**src/rtl/alu_issue_stage.sv**
```systemverilog
// Operand-fetch / write-back stage wrapped around the combinational 8-bit ALU.
// Owns the register file and NZCV status; one instruction per IDLE->EXEC->WB pass.
module alu_issue_stage #(
    parameter int DATA_W     = 8,
    parameter int REG_COUNT  = 8,
    parameter int REG_ADDR_W = 3,
    parameter int OP_W       = 3
) (
    input  logic                  clk,
    input  logic                  rst,
    input  logic                  instr_valid,
    output logic                  instr_ready,
    input  logic [OP_W-1:0]       instr_op,
    input  logic [REG_ADDR_W-1:0] instr_rd,
    input  logic [REG_ADDR_W-1:0] instr_rs1,
    input  logic [REG_ADDR_W-1:0] instr_rs2,
    input  logic                  instr_imm_en,
    input  logic [DATA_W-1:0]     instr_imm,
    input  logic                  instr_we,
    output logic [DATA_W-1:0]     A,
    output logic [DATA_W-1:0]     B,
    output logic [OP_W-1:0]       OP_Code,
    input  logic [DATA_W-1:0]     ALU_Result,
    input  logic [3:0]            ALU_NZCV,
    output logic [3:0]            NZCV_reg,
    output logic                  wb_valid,
    output logic [REG_ADDR_W-1:0] wb_rd,
    output logic [DATA_W-1:0]     wb_data,
    input  logic [REG_ADDR_W-1:0] dbg_raddr,
    output logic [DATA_W-1:0]     dbg_rdata
);

    // Handshake: an instruction is taken on a rising edge where instr_valid and
    // instr_ready are both high; instr_ready is high only in IDLE and never during reset.
    typedef enum logic [1:0] {
        ST_IDLE = 2'd0,
        ST_EXEC = 2'd1,
        ST_WB   = 2'd2
    } state_t;

    state_t                  state_q, state_d;
    logic [DATA_W-1:0]       a_q, a_d;
    logic [DATA_W-1:0]       b_q, b_d;
    logic [OP_W-1:0]         op_q, op_d;
    logic [REG_ADDR_W-1:0]   rd_q, rd_d;
    logic                    we_q, we_d;
    logic [3:0]              nzcv_q, nzcv_d;
    logic                    wb_valid_q, wb_valid_d;
    logic [REG_ADDR_W-1:0]   wb_rd_q, wb_rd_d;
    logic [DATA_W-1:0]       wb_data_q, wb_data_d;
    logic [DATA_W-1:0]       regs_q [REG_COUNT];
    logic [DATA_W-1:0]       regs_d [REG_COUNT];
    logic                    accept;

    assign instr_ready = (state_q == ST_IDLE) && !rst;
    assign accept      = instr_valid && instr_ready;

    always_comb begin
        state_d    = state_q;
        a_d        = a_q;
        b_d        = b_q;
        op_d       = op_q;
        rd_d       = rd_q;
        we_d       = we_q;
        nzcv_d     = nzcv_q;
        wb_valid_d = wb_valid_q;
        wb_rd_d    = wb_rd_q;
        wb_data_d  = wb_data_q;
        regs_d     = regs_q;
        case (state_q)
            ST_IDLE: begin
                if (accept) begin
                    a_d     = regs_q[instr_rs1];
                    b_d     = instr_imm_en ? instr_imm : regs_q[instr_rs2];
                    op_d    = instr_op;
                    rd_d    = instr_rd;
                    we_d    = instr_we;
                    state_d = ST_EXEC;
                end
            end
            ST_EXEC: begin
                // The ALU has had a full cycle to settle on the registered operands.
                nzcv_d     = ALU_NZCV;
                wb_rd_d    = rd_q;
                wb_data_d  = ALU_Result;
                wb_valid_d = we_q;
                if (we_q) begin
                    regs_d[rd_q] = ALU_Result;
                end
                state_d = ST_WB;
            end
            ST_WB: begin
                wb_valid_d = 1'b0;
                state_d    = ST_IDLE;
            end
            default: begin
                wb_valid_d = 1'b0;
                state_d    = ST_IDLE;
            end
        endcase
    end

    always_ff @(posedge clk or posedge rst) begin
        if (rst) begin
            state_q    <= ST_IDLE;
            a_q        <= '0;
            b_q        <= '0;
            op_q       <= '0;
            rd_q       <= '0;
            we_q       <= 1'b0;
            nzcv_q     <= 4'b0000;
            wb_valid_q <= 1'b0;
            wb_rd_q    <= '0;
            wb_data_q  <= '0;
            for (int i = 0; i < REG_COUNT; i++) begin
                regs_q[i] <= '0;
            end
        end else begin
            state_q    <= state_d;
            a_q        <= a_d;
            b_q        <= b_d;
            op_q       <= op_d;
            rd_q       <= rd_d;
            we_q       <= we_d;
            nzcv_q     <= nzcv_d;
            wb_valid_q <= wb_valid_d;
            wb_rd_q    <= wb_rd_d;
            wb_data_q  <= wb_data_d;
            regs_q     <= regs_d;
        end
    end

    assign A         = a_q;
    assign B         = b_q;
    assign OP_Code   = op_q;
    assign NZCV_reg  = nzcv_q;
    assign wb_valid  = wb_valid_q;
    assign wb_rd     = wb_rd_q;
    assign wb_data   = wb_data_q;
    assign dbg_rdata = regs_q[dbg_raddr];

endmodule

```
**config.mk**
```make
export PLATFORM = sky130hd
export DESIGN_NAME = alu_issue_stage
export DESIGN_NICKNAME = d
export VERILOG_FILES = /design/src/rtl/alu_issue_stage.sv
export SDC_FILE = /design/constraint.sdc
export NUM_CORES = 1
export LEC_CHECK = 0
export CAP_MARGIN = 20
export CORE_AREA = 2 2 139 141
export CTS_CLUSTER_DIAMETER = 50
export DETAILED_ROUTE_END_ITERATION = 16
export DIE_AREA = 0 0 141 143
export DONT_BUFFER_PORTS = 1
export MAX_ROUTING_LAYER = met4
export PLACE_DENSITY_LB_ADDON = 0.05
export SLEW_MARGIN = 25
export SYNTH_ARGS = -nofsm -noshare
export SYNTH_HDL_FRONTEND = slang
export SYNTH_SLANG_ARGS = --single-unit
```
**constraint.sdc**
```tcl
create_clock -name clk -period 4.2 [get_ports clk]
set_clock_uncertainty 0.2 [all_clocks]
set_input_delay 0.42 -clock clk [delete_from_list [all_inputs] [get_ports clk]]
set_output_delay 0.42 -clock clk [all_outputs]
set_load 0.05 [all_outputs]
```
; ---- Yosys cells after proc, flatten, opt, wreduce, memory -nomap -nowiden
; Index checks and enable logic that the tools add are counted.
[word_totals]
input_bits = 40
register_bits = 105
word_cells = 52
[classes]
n_eq_ne = 2
bitwise = 4
n_lt_le_gt_ge = 5
n_mux = 16
reduce_logical = 7
[ops]
columns = cell, n
row1 = $bmux 8 s3, 3
row2 = $bwmux 64, 1
row3 = $mux 8, 8
row4 = $demux 8 s3, 1
row5 = $ge 4x4->1 const B, 4
row6 = $not 3->4, 4
row7 = $lt 4x1->1 const B, 1
row8 = $pmux 2 s2, 1
row9 = $reduce_and 2->1, 2
row10 = $logic_and 1x1->1, 3
row11 = $eq 2x1->1 const B, 1
row12 = $logic_not 2->1, 1
row13 = $mux 2, 1
row14 = $ne 2x2->1 const B, 1
row15 = $pmux 1 s2, 1
row16 = $logic_not 1->1, 1

; ---- Depth between registers and ports, before layout
; Gate-level depths: netlist (run 1).
[logic_depth]
ltp_word = 6
depth_mapped = 6

; ---- Least setup slack after synthesis (run 1)
; OpenSTA, ideal clock, no wires.
[synth_path]
path_type = input -> output
from = in dbg_raddr[0]
to = out dbg_rdata[0]
arrival_time_ns = 1.855
path_slack_ns = 1.725
stages = 4
t_required_ns = 3.580
path_cell_list = buf_2 -> buf_2 -> mux4_2 -> mux2_2
[synth_via]
elab_chain_cells = 4
[synth_rtl]
columns = element, line_no
row1 = start: declaration, 29  ; input logic [REG_ADDR_W-1:0] dbg_raddr,
row2 = $not 3->4 (implied by the code), 140  ; assign dbg_rdata = regs_q[dbg_raddr];
row3 = $bmux 8 s3, 140
row4 = $mux 8 (implied by the code) (2 in a row), 140
row5 = end: declaration, 30  ; output logic [DATA_W-1:0] dbg_rdata
; No other way between the ends. The select of a mux whose other input is x is not followed.

; ---- Worst setup path after layout (run 1)
[layout_path]
from = reg state_q[1]
to = reg regs_q[49] (netlist name)
[layout_via]
elab_chain_cells = 2
[layout_rtl]
columns = element, line_no
row1 = start: declaration, 41  ; state_t state_q, state_d;
row2 = start signal: assignment, 119  ; state_q <= state_d;
row3 = $eq 2x1->1, 70  ; case (state_q)
row4 = $reduce_and 2->1 (no line), --
row5 = end signal: assignment, 129  ; regs_q <= regs_d;
row6 = end: declaration, 51  ; logic [DATA_W-1:0] regs_q [REG_COUNT];
; No other way between the ends.
; A chain may end at the register's enable or synchronous reset.

==> qor.csv, run 1 <==
metric,value,unit
clk_path_buf_depth,2,
die_area,20200,um^2
worst_pin_slew,1.03,ns
relSlewSlack,30.9,%
grtUsageTotal,16.8,%
gp_congestion,0.758,
synthXorXnorAreaFrac,0,%
end_kind,flop,
peakVddDrop,0.205,mV
grt_overflow,0,
syn-num-nets,417,
via_per_inst,5.30,
setup_tns,0,ns
power_leakage,0.00263,uW
crit_slowest_cell,nor4_4,
synth_seq_cells,105,
endpoint,regs_q[49]$_DFFE_PP0P_,
antenna_cells,0,
worst-path-buf-inv,0,
cts.sinks,105,
clk_latency,0.35,ns
core_area,18600,um^2
htreeDepth,3,
postSynthAreaPerCell,14.5,um^2
arrival,2.65,ns
synthesis.area,5470,um^2
drt_iter0_drc,234,
ff2ff_setup_slack,1.58,ns
chipWidth,141,um
clockRootBuffer,clkbuf_16,
synth_warnings,0,
grt_antenna_before_repair,0,
wl_per_cell,24.9,um
dr.pass1.iters,4,
grt_max_degree,46,
r2r-end,regs_q[49]$_DFFE_PP0P_,
synth_compound_area_share,1.46,%
grt_pass1_wl,23700,um
hold_class,input pin to flop,
syn_to_final_growth,14.1,%
regMostFlops,regs_q,
p_per_area,616,nW/um^2
grt_pass1_vias,3409,
drt_wl_total,15700,um
num_vias,3349,
yosys.area_share.adder,0,%
num_io_pins,84,
nNetsFinal,433,
cts_made_buffers,9,
synth-simple-area-share,7.48,%
critPathMaxStageDelay,0.97,ns
synth_top_family_by_area,multiplexers,
nFillCells,1811,
syn_inst,377,
layout_common_cells,"105 x dfrtp_1, 79 x mux2_2, 48 x mux4_2",
report.final.slew_viol_count,0,
rsz0062_at_grt,no,
final_common_cell,dfrtp_1,
path_depth,3,
hold_viol,0,
antenna_left,0,
post-route-min-period,2.62,ns
maxCapViolations,0,
numPortBuffers,0,
r2r-start,state_q[1]$_DFFE_PP0P_,
crit_chain,nand2b_1 > nor4_4 > mux2_2,
path_clk_slew,0.07,ns
worstPathMaxFanout,8,
cts_tree,done,
reg2reg_depth,3,
status,completed,
drc_errors,0,
die_y,143,um
path_class,flop to flop,
ys_types,28,
worstSetupStartpointType,flop,
yosysSeqAreaShare,48.0,%
clock.fmax,382,MHz
cts_post_setup_buffers_inserted,0,
min_period_over_period,62.3,%
cp-startpoint,state_q[1]$_DFFE_PP0P_,
largest_reg_flops,64,
drive_gt1_share,39.7,%
hpwl,10300,um
worst-endpoint-required,4.24,ns
setup_viol,0,
hold_ws,0.0171,ns
rows,50,
path_delay_family,simple AND/OR/NAND/NOR gates,
initial_core_util,29.4,%
synthMuxAreaShare,40.6,%
per-stage QoR:
| stage | total power, uW | area, um^2 | setup WS [ns] | util (%) | instances |
|---|---|---|---|---|---|
| floorplan | 2730 | 5470 | 0.819 | - | 377 |
| global placement | 2950 | 5690 | 1.57 | 30.6 | 593 |
| detailed placement | 2970 | 5700 | 1.57 | 30.7 | 593 |
| CTS | 3890 | 6150 | 1.56 | 33.1 | 623 |
| global route | 4060 | 6240 | 1.51 | 33.6 | 632 |
| finish | 3840 | 6240 | 1.58 | 33.6 | 632 |
area by class of cell:
type | count | area, um^2 | share of cell area, %
clock buffer | 12 | 256 | 4.11
clock inverter | 4 | 51.3 | 0.822
inverter | 2 | 10.0 | 0.160
multi-input combinational | 246 | 2730 | 43.7
sequential | 105 | 2630 | 42.1
tap | 234 | 293 | 4.69
timing repair buffer | 29 | 275 | 4.41
routing by layer:
layer	global-route usage, %	up-vias	wire length, um
li1	-	1443	-
met3	4.39	7	927
met1	23.1	1793	7450
met4	3.63	0	119
met5	-	-	0
met2	25.3	106	7230
cells in the mapped netlist:
cell,number,area (um^2)
inv_1,1,3.75
nor3b_1,1,7.51
dfrtp_1,105,2630
nor4b_2,1,15.0
a21oi_1,8,40.0
nand3_2,1,10.0
buf_4,4,30.0
mux2i_1,25,250
nand3b_2,1,11.3
nand2b_1,2,12.5
nor2_2,1,6.26
buf_1,5,18.8
clkbuf_2,1,5.00
nand2_1,46,173
nand3b_1,1,7.51
o21ai_0,8,40.0
clkbuf_1,5,18.8
nor3_2,3,30.0
buf_6,1,11.3
nor3_1,1,5.00
mux2_2,79,890
buf_2,8,40.0
nor2_1,9,33.8
nor4_4,2,42.5
and2_1,8,50.1
mux4_2,48,1080
nand3_1,1,5.00
clkinv_1,1,3.75
logic make-up after synthesis:
| group | count (synthesis) |
|---|---|
| flops | 105 |
| simple gates | 78 |
| buf+inv | 26 |
| mux | 152 |
| compound gates | 16 |
worst min path at each step:
stage                             end  slack [ns]  cells after the start              startpoint
2_1_floorplan    wb_valid$_DFFE_PP0N_        0.27                      1  state_q[1]$_DFFE_PP0P_
4_1_cts         regs_q[3]$_DFFE_PP0P_     0.00003                      1           ALU_Result[3]
5_1_grt        regs_q[52]$_DFFE_PP0P_      0.0009                      1           ALU_Result[4]
3_5_place_dp   regs_q[55]$_DFFE_PP0P_        0.21                      1                     rst
6_report       regs_q[46]$_DFFE_PP0P_        0.02                      1           ALU_Result[6]
3_3_place_gp   regs_q[55]$_DFFE_PP0P_        0.21                      1                     rst
worst reg2reg max path, cell delays in order (launching register included):
cell and delay, ns:
dfrtp_1 0.45, nand2b_1 0.46, nor4_4 0.97, mux2_2 0.42
power by group:
group	switching, uW	internal [uW]	total (uW)
combinational	410	579	990
clock	387	496	883
sequential	637	1330	1970
total	1430	2410	3840
repair_timing:
| action | 4_1_cts | 5_1_grt |
|---|---|---|
| hold buffers | 14 | 9 |
| endpoints found under the setup margin | 0 | 0 |
| gates resized for setup | 0 | 0 |
| endpoints found under the hold margin | 57 | 16 |
No activity file was read; power rests on OpenSTA's default activity.
==> run 2, diff against run 1 <==
- clock period: 4.2 -> 2.7 ns (I/O delays scaled with it)
==> run 2 against run 1 <==
Sequential power is 54% higher. First-iteration DRC count is 41% lower. Die area stayed put. Register-to-register slack worse by 1.2 ns. Non-clock buffer count is 15 higher. Routed wire length is 1.8% lower. Cell area is 2.2% higher. Worst hold slack better by 0.0085 ns. Global-route usage is 0.12 points lower. Critical path depth is 3 higher. Critical path type is now input pin to flop. Critical endpoint is now B[0]$_DFFE_PP0P_. Largest cell class unchanged. Largest power group unchanged.
==> qor.csv, run 2 (same netlist as run 1, synthesis figures left out) <==
metric,value,unit,change
num_io_pins,84,,unchanged
relSlewSlack,44.2,%,+13 points
min_period_over_period,85.5,%,
arrival,2.39,ns,-0.26 ns
num_vias,3341,,-0.24%
wl_per_cell,23.9,um,-4.1%
rsz0062_at_grt,no,,
grt_pass1_vias,3583,,+5.1%
gp_congestion,0.739,,-2.6%
drive_gt1_share,39.5,%,-0.23 points
power.total,5950,uW,+55%
dp.cells,600,,+1.2%
nFillCells,1805,,-0.33%
htreeDepth,3,,unchanged
peakVddDrop,0.317,mV,+54%
grt_pass1_wl,23800,um,+0.38%
die_area,20200,um^2,unchanged
cts_resized,0,,unchanged
path_class,input pin to flop,,
worst-endpoint-required,2.78,ns,-1.46 ns
clk_path_buf_depth,2,,unchanged
worstPathMaxFanout,20,,+12
p_per_area,934,nW/um^2,+52%
clockRootBuffer,clkbuf_16,,
syn_to_final_growth,16.5,%,
drt_iter0_drc,139,,-41%
fin_cells,647,,+2.4%
dr.pass1.iters,4,,unchanged
cts_tree,done,,
cts_post_setup_buffers_inserted,0,,unchanged
maxCapViolations,0,,unchanged
status,completed,,
regMostFlops,regs_q,,
drt_wl_total,15400,um,-1.8%
hold_buffers,31,,+17
clock.fmax,433,MHz,
core_area,18600,um^2,unchanged
worstSetupStartpointType,input pin,,
grt_antenna_before_repair,0,,unchanged
hpwl,10300,um,+0.51%
die_y,143,um,unchanged
rows,50,,unchanged
setup_viol,0,,unchanged
antenna_cells,0,,unchanged
nNetsFinal,448,,+3.5%
clk_latency,0.35,ns,about the same
drc_errors,0,,unchanged
numPortBuffers,0,,unchanged
report.final.slew_viol_count,0,,unchanged
chipWidth,141,um,unchanged
setup_tns,0,ns,unchanged
end_kind,flop,,
multi_input_area,2720,um^2,-0.23%
cts_made_buffers,9,,unchanged
grt_overflow,0,,unchanged
hold_class,input pin to flop,,
final-seq-area,2630,um^2,unchanged
largest_reg_flops,64,,unchanged
cts.sinks,105,,unchanged
grt_max_degree,44,,-4.3%
power_leakage,0.00269,uW,+2.6%
layout_common_cells,"105 x dfrtp_1, 79 x mux2_2, 48 x mux4_2",,
hold_ws,0.0257,ns,+0.00855 ns
antenna_left,0,,unchanged
post-route-min-period,2.31,ns,
final_common_cell,dfrtp_1,,
grtUsageTotal,16.7,%,-0.12 points
initial_core_util,29.4,%,unchanged
hold_viol,0,,unchanged
path_clk_slew,0.07,ns,about the same
worst_pin_slew,0.831,ns,-0.198 ns
via_per_inst,5.16,,-2.6%
run 2: metal layers:
layer	vias up	part of all wire (%)	track usage (%)
li1	1475	-	-
met1	1766	44	21.7
met2	90	49	27.3
met3	10	5.3	2.88
met4	0	1.0	4.26
met5	-	0	-
run 2: cell type report:
class	count	share of cell area, %
clock buffers	13	3.93
flip-flops and latches	105	41.2
inverters	2	0.177
multi-input cells	246	42.7
repair buffers	44	6.79
well taps	234	4.59
clock inverters	3	0.628
run 2: final timing paths:
| path | cells past startpoint | endpoint | slack, ns | startpoint |
|---|---|---|---|---|
| worst max register to register | 5 | B[0]$_DFFE_PP0P_ | 0.42 | state_q[0]$_DFFE_PP0P_ |
| min in group asynchronous | 2 | OP_Code[2]$_DFFE_PP0P_ | 0.42 | rst |
| worst min-delay path | 2 | A[5]$_DFFE_PP0P_ | 0.03 | instr_rs1[2] |
| worst max-delay path | 6 | B[0]$_DFFE_PP0P_ | 0.39 | rst |
| max in group asynchronous | 3 | regs_q[58]$_DFFE_PP0P_ | 1.20 | rst |
| worst min register to register | 1 | regs_q[10]$_DFFE_PP0P_ | 0.35 | regs_q[10]$_DFFE_PP0P_ |
run 2: metrics by stage:
| step | utilization (%) | area (um^2) | setup WS (ns) |
|---|---|---|---|
| 2_1_floorplan | - | 5470 | 0.525 |
| 3_3_place_gp | 31.1 | 5770 | 0.472 |
| 3_5_place_dp | 31.1 | 5770 | 0.445 |
| 4_1_cts | 34.3 | 6370 | 0.383 |
| 5_1_grt | 34.3 | 6370 | 0.229 |
| 6_report | 34.3 | 6370 | 0.391 |
run 2: power by group:
| group | internal (uW) | switching, uW | leakage, uW |
|---|---|---|---|
| sequential | 2070 | 971 | 0.00132 |
| clock | 744 | 586 | 0.000144 |
| combinational | 921 | 657 | 0.00123 |
| total | 3740 | 2220 | 0.00269 |
run 2: worst max-delay path: stages:
cell           delay [ns]
dlygate4sd3_1        0.62
nor4b_4              0.25
buf_4                0.28
nand2b_1             0.20
o21ai_0              0.19
dlygate4sd3_1        0.56
